File: src/rtl/seg7_reader.sv
// Seven-segment frame reader: scans one digit per cycle, decoding SEG_ONE/SEG_ZERO
// patterns to bits and flagging any other pattern as illegal.
module seg7_reader #(
  parameter int unsigned DIGITS   = 6,
  parameter logic [6:0]  SEG_ONE  = 7'b0110000,
  parameter logic [6:0]  SEG_ZERO = 7'b1111110
) (
  input  logic                  clk,
  input  logic                  rst_n,
  input  logic                  in_valid,
  output logic                  in_ready,
  input  logic [7*DIGITS-1:0]   display,
  output logic                  out_valid,
  input  logic                  out_ready,
  output logic [DIGITS-1:0]     bits,
  output logic                  err,
  output logic [DIGITS-1:0]     err_mask,
  output logic [7:0]            err_count
);

  localparam int unsigned IW = (DIGITS > 1) ? $clog2(DIGITS) : 1;
  localparam int unsigned FW = 7 * DIGITS;

  typedef enum logic [1:0] {IDLE, SCAN, DONE} state_t;

  state_t            state_q, state_d;
  logic [FW-1:0]     frame_q, frame_d;
  logic [IW-1:0]     idx_q, idx_d;
  logic [DIGITS-1:0] bits_d, mask_d;
  logic [7:0]        cnt_d;
  logic [6:0]        digit;
  logic [1:0]        rst_sync;
  logic              rst_int_n;

  // Reset asserts immediately, releases two edges after rst_n rises.
  always_ff @(posedge clk or negedge rst_n) begin
    if (!rst_n) rst_sync <= 2'b00;
    else        rst_sync <= {rst_sync[0], 1'b1};
  end

  assign rst_int_n = rst_sync[1];

  always_ff @(posedge clk or negedge rst_int_n) begin
    if (!rst_int_n) begin
      state_q   <= IDLE;
      frame_q   <= '0;
      idx_q     <= '0;
      bits      <= '0;
      err_mask  <= '0;
      err       <= 1'b0;
      err_count <= '0;
      in_ready  <= 1'b1;
      out_valid <= 1'b0;
    end else begin
      state_q   <= state_d;
      frame_q   <= frame_d;
      idx_q     <= idx_d;
      bits      <= bits_d;
      err_mask  <= mask_d;
      err       <= |mask_d;
      err_count <= cnt_d;
      in_ready  <= (state_d == IDLE);
      out_valid <= (state_d == DONE);
    end
  end

  always_comb begin
    state_d = state_q;
    frame_d = frame_q;
    idx_d   = idx_q;
    bits_d  = bits;
    mask_d  = err_mask;
    cnt_d   = err_count;
    digit   = frame_q[7*int'(idx_q) +: 7];
    case (state_q)
      IDLE: begin
        if (in_valid) begin
          frame_d = display;
          idx_d   = '0;
          bits_d  = '0;
          mask_d  = '0;
          state_d = SCAN;
        end
      end
      SCAN: begin
        if (digit == SEG_ONE) begin
          bits_d[idx_q] = 1'b1;
        end else if (digit == SEG_ZERO) begin
          bits_d[idx_q] = 1'b0;
        end else begin
          bits_d[idx_q] = 1'b0;
          mask_d[idx_q] = 1'b1;
        end
        if (idx_q == IW'(DIGITS - 1)) begin
          state_d = DONE;
          // Count is taken from the mask including the digit decoded this cycle.
          if ((|mask_d) && (err_count != 8'hFF)) cnt_d = err_count + 8'd1;
        end else begin
          idx_d = idx_q + IW'(1);
        end
      end
      DONE: begin
        if (out_ready) state_d = IDLE;
      end
      default: state_d = IDLE;
    endcase
  end

endmodule
File: config.mk
export PLATFORM = sky130hd
export DESIGN_NAME = seg7_reader
export DESIGN_NICKNAME = d
export VERILOG_FILES = /design/src/rtl/seg7_reader.sv
export SDC_FILE = /design/constraint.sdc
export NUM_CORES = 1
export LEC_CHECK = 0
export CAP_MARGIN = 25
export CORE_MARGIN = 2
export CORE_UTILIZATION = 58
export CTS_BUF_LIST = sky130_fd_sc_hd__clkbuf_4 sky130_fd_sc_hd__clkbuf_8
export DETAILED_ROUTE_END_ITERATION = 7
export GPL_TIMING_DRIVEN = 1
export PLACE_DENSITY = 0.95
export SLEW_MARGIN = 30
export SYNTH_ARGS = -nofsm -noshare
export SYNTH_HDL_FRONTEND = slang
export SYNTH_SLANG_ARGS = --single-unit
File: constraint.sdc
create_clock -name clk -period 3.8 [get_ports clk]
set_clock_uncertainty 0.05 [all_clocks]
set_input_delay 0.38 -clock clk [delete_from_list [all_inputs] [get_ports clk]]
set_output_delay 0.38 -clock clk [all_outputs]
set_load 0.01 [all_outputs]
==> results.sh <==
export IMPL_synth_edf_count=0
export IMPL_std_cell_rows=29
export IMPL_vias=3385
export IMPL_synth_top_family_by_area="simple AND/OR/NAND/NOR gates"
export IMPL_ios=69
export IMPL_slew_viol_final=0
export IMPL_critPathRequiredTime_ns=3.98
export IMPL_grt_use_total_pct=27.35
export IMPL_arrival_ns=3.27
export IMPL_synth_simple_area_share_pct=28.68
export IMPL_powerDensity_nw_per_um2=788.6
export IMPL_crit_fanout=26
export IMPL_diodes=0
export IMPL_synth_compound_area_share_pct=13.62
export IMPL_grt_pass1_vias=3185
export IMPL_drt_iter0_drc=309
export IMPL_final_cell_mix="nand2_1 (154), dfrtp_1 (70), clkdlybuf4s50_1 (68), nand3_1 (22)"
export IMPL_clock_latency_ns=0.36
export IMPL_endpoint_kind="register"
export IMPL_grt_antenna_before_repair=0
export IMPL_cts_resized=0
export IMPL_grt_max_degree=52
export IMPL_setup_worst_path_class="reg2reg"
export IMPL_syn_nets=466
export IMPL_cts_sinks=72
export IMPL_hold_viol_final=0
export IMPL_synth_avg_cell_area_um2=8.902
export IMPL_wirelength_um=9220
export IMPL_yosys_warnings=0
export IMPL_die_w_um=84.01
export IMPL_dr_pass1_iters=5
export IMPL_peakVddDrop_uv=589.0
export IMPL_drive_gt1_share_pct=8.159
export IMPL_reg2reg_slack_ns=0.71
export IMPL_dpl_hpwl_um=6373
export IMPL_hp_class="in2async"
export IMPL_crit_chain="ha_1 -> nand4b_2 -> a41oi_2 -> nand2_1 -> a21oi_1 -> o21ai_0 -> or3_1"
export IMPL_worstMarginPinSlew_ns=0.9143
export IMPL_final_common_cell="nand2_1"
export IMPL_fp_dieArea_um2=7057
export IMPL_area_growth_pct=22.99
export IMPL_numPortBuffers=68
export IMPL_setup_viol=0
export IMPL_setup_tns_ns=0
export IMPL_tritoncts="done"
export IMPL_cts_inserted_buffers=9
export IMPL_ys_types=60
export IMPL_start_kind="register"
export IMPL_hold_buffers=0
export IMPL_nets=522
export IMPL_post_cts_buffers=0
export IMPL_avgViaCountPerCell=6.099
export IMPL_p_leak_nw=2.070
export IMPL_relSlewSlack_pct=39.04
export IMPL_core_um2=6277
export IMPL_cpPeakStageDelay_ns=0.95
export IMPL_cts_htree_levels=3
export IMPL_globalRouteOverflowTotal=0
export IMPL_ys_seq_area_share_pct=48.57
export IMPL_root_buffer="clkbuf_8"
export IMPL_outcome="complete, no violations"
export IMPL_fmax_mhz=323.8
export IMPL_period_needed_ns=3.089
export IMPL_reg2reg_to="err_count[1]$_DFFE_PN0P_"
export IMPL_start_util_pct=59.14
export IMPL_period_share_pct=81.28
export IMPL_grt_setup_unrepaired="no"
export IMPL_place_congestion=0.9121
export IMPL_n_fill_cell=450
export IMPL_rr_worst_depth=7
export IMPL_syn_inst=417
export IMPL_drc_errors=0
export IMPL_wire_per_inst_um=16.61
export IMPL_ys_ff_latch=72
export IMPL_synth_area_um2=3712
export IMPL_synth_xor_area_share_pct=0
export IMPL_fin_ws_ns=0.7112
export IMPL_synthArstFlopShare_pct=100.0
export IMPL_final_antenna_net_count=0
export IMPL_max_cap_viol_count=0
export IMPL_cts_buffer_depth=2
export IMPL_synthMuxAreaShare_pct=3.370
export IMPL_clk_pin_slew_ns=0.09
export IMPL_grt_pass1_wl_um=15390
export IMPL_cp_slowest_cell="dfrtp_1"
export IMPL_synthAdderAreaFrac_pct=1.011
export IMPL_r2r_start="idx_q[0]$_DFFE_PN0P_"
export IMPL_synthFlopType="dfrtp_1"
export IMPL_pre_cts_slack_ns=0.8355
export IMPL_die_y_um=84.01
routing by layer:
metal	wire [um]	GRT usage, %	vias up
met5	0	0	-
met4	209	10.85	0
met3	461	4.550	26
met2	4647	44.22	143
met1	3902	37.07	1648
li1	-	-	1568
critical path: cells and delay by family, from the launching register on:
family	cells	cell delay, ns
DFF	1	0.95
adders and majority gates	1	0.35
and+or+nand+nor	3	0.87
AOI/OAI and AO/OA	3	0.73
flip-flops by register name (all words and copies together) (netlist names):
register and cells:
bits 6, err_mask 6, idx_q 3, state_q 2
rst_sync 2, out_valid 1, in_ready 1, frame_q 42
err 1, err_count 8
cell families (layout without fill, tap and decap cells):
group / after synthesis / count (layout)
AND/OR/NAND/NOR: 234 / 234
other: 1 / 1
adder cells (fa/ha/maj): 3 / 3
flip-flops: 72 / 72
multiplexers: 10 / 10
buffers and inverters: 32 / 93
AO/OA/AOI/OAI: 65 / 65
cells in the mapped netlist, drive strengths merged, types with 6 or more instances:
cell type | n | area share (%)
a21oi | 11 | 1.7
and3 | 6 | 1.0
buf | 13 | 2.7
clkbuf | 12 | 1.2
dfrtp | 71 | 48
inv | 7 | 0.71
nand2 | 154 | 16
nand3 | 23 | 3.2
nor2 | 6 | 0.61
nor3 | 11 | 1.6
nor4 | 6 | 1.0
o2111ai | 7 | 1.7
o21ai | 9 | 1.2
o31ai | 6 | 1.2
metrics by stage:
stage / utilization (%) / instance area [um^2] / hold WS (ns) / cells / power, mW
after floorplan: - / 3712 / 0.03441 / 417 / 2.495
after detailed placement: 69.52 / 4364 / 0.2928 / 539 / 2.950
after CTS: 72.73 / 4566 / 0.1168 / 555 / 3.583
final: 72.73 / 4566 / 0.1140 / 555 / 3.600
after global placement: 69.48 / 4362 / 0.2898 / 539 / 2.883
after global routing: 72.73 / 4566 / 0.1172 / 555 / 3.847
report_power, final:
part / leakage (nW) / switching, mW / internal, mW
Clock: 0.103 / 0.306 / 0.329
Combinational: 1.09 / 0.851 / 0.678
Sequential: 0.873 / 0.351 / 1.09
layout make-up:
type / count / area [um^2] / share of cell area (%)
clock buffers: 11 / 145.1 / 3.179
clock inverters: 5 / 56.30 / 1.233
inverters: 7 / 26.28 / 0.5755
multi-input cells: 313 / 1739 / 38.09
flip-flops and latches: 72 / 1807 / 39.57
well taps: 77 / 96.34 / 2.110
repair buffers: 70 / 695.7 / 15.24
how the worst max path moves through the flow:
stage	cells after the start	slack (ns)	end	from
2_1_floorplan	12	1.30	err_count[5]$_DFFE_PN0P_	idx_q[1]$_DFFE_PN0P_
3_3_place_gp	6	0.90	err_count[1]$_DFFE_PN0P_	idx_q[0]$_DFFE_PN0P_
3_5_place_dp	7	0.84	err_count[5]$_DFFE_PN0P_	idx_q[0]$_DFFE_PN0P_
4_1_cts	6	0.80	bits[4]$_DFFE_PN0P_	idx_q[1]$_DFFE_PN0P_
5_1_grt	7	0.52	err_count[1]$_DFFE_PN0P_	idx_q[0]$_DFFE_PN0P_
6_report	7	0.71	err_count[1]$_DFFE_PN0P_	idx_q[0]$_DFFE_PN0P_
No activity file was read; power rests on OpenSTA's default activity.
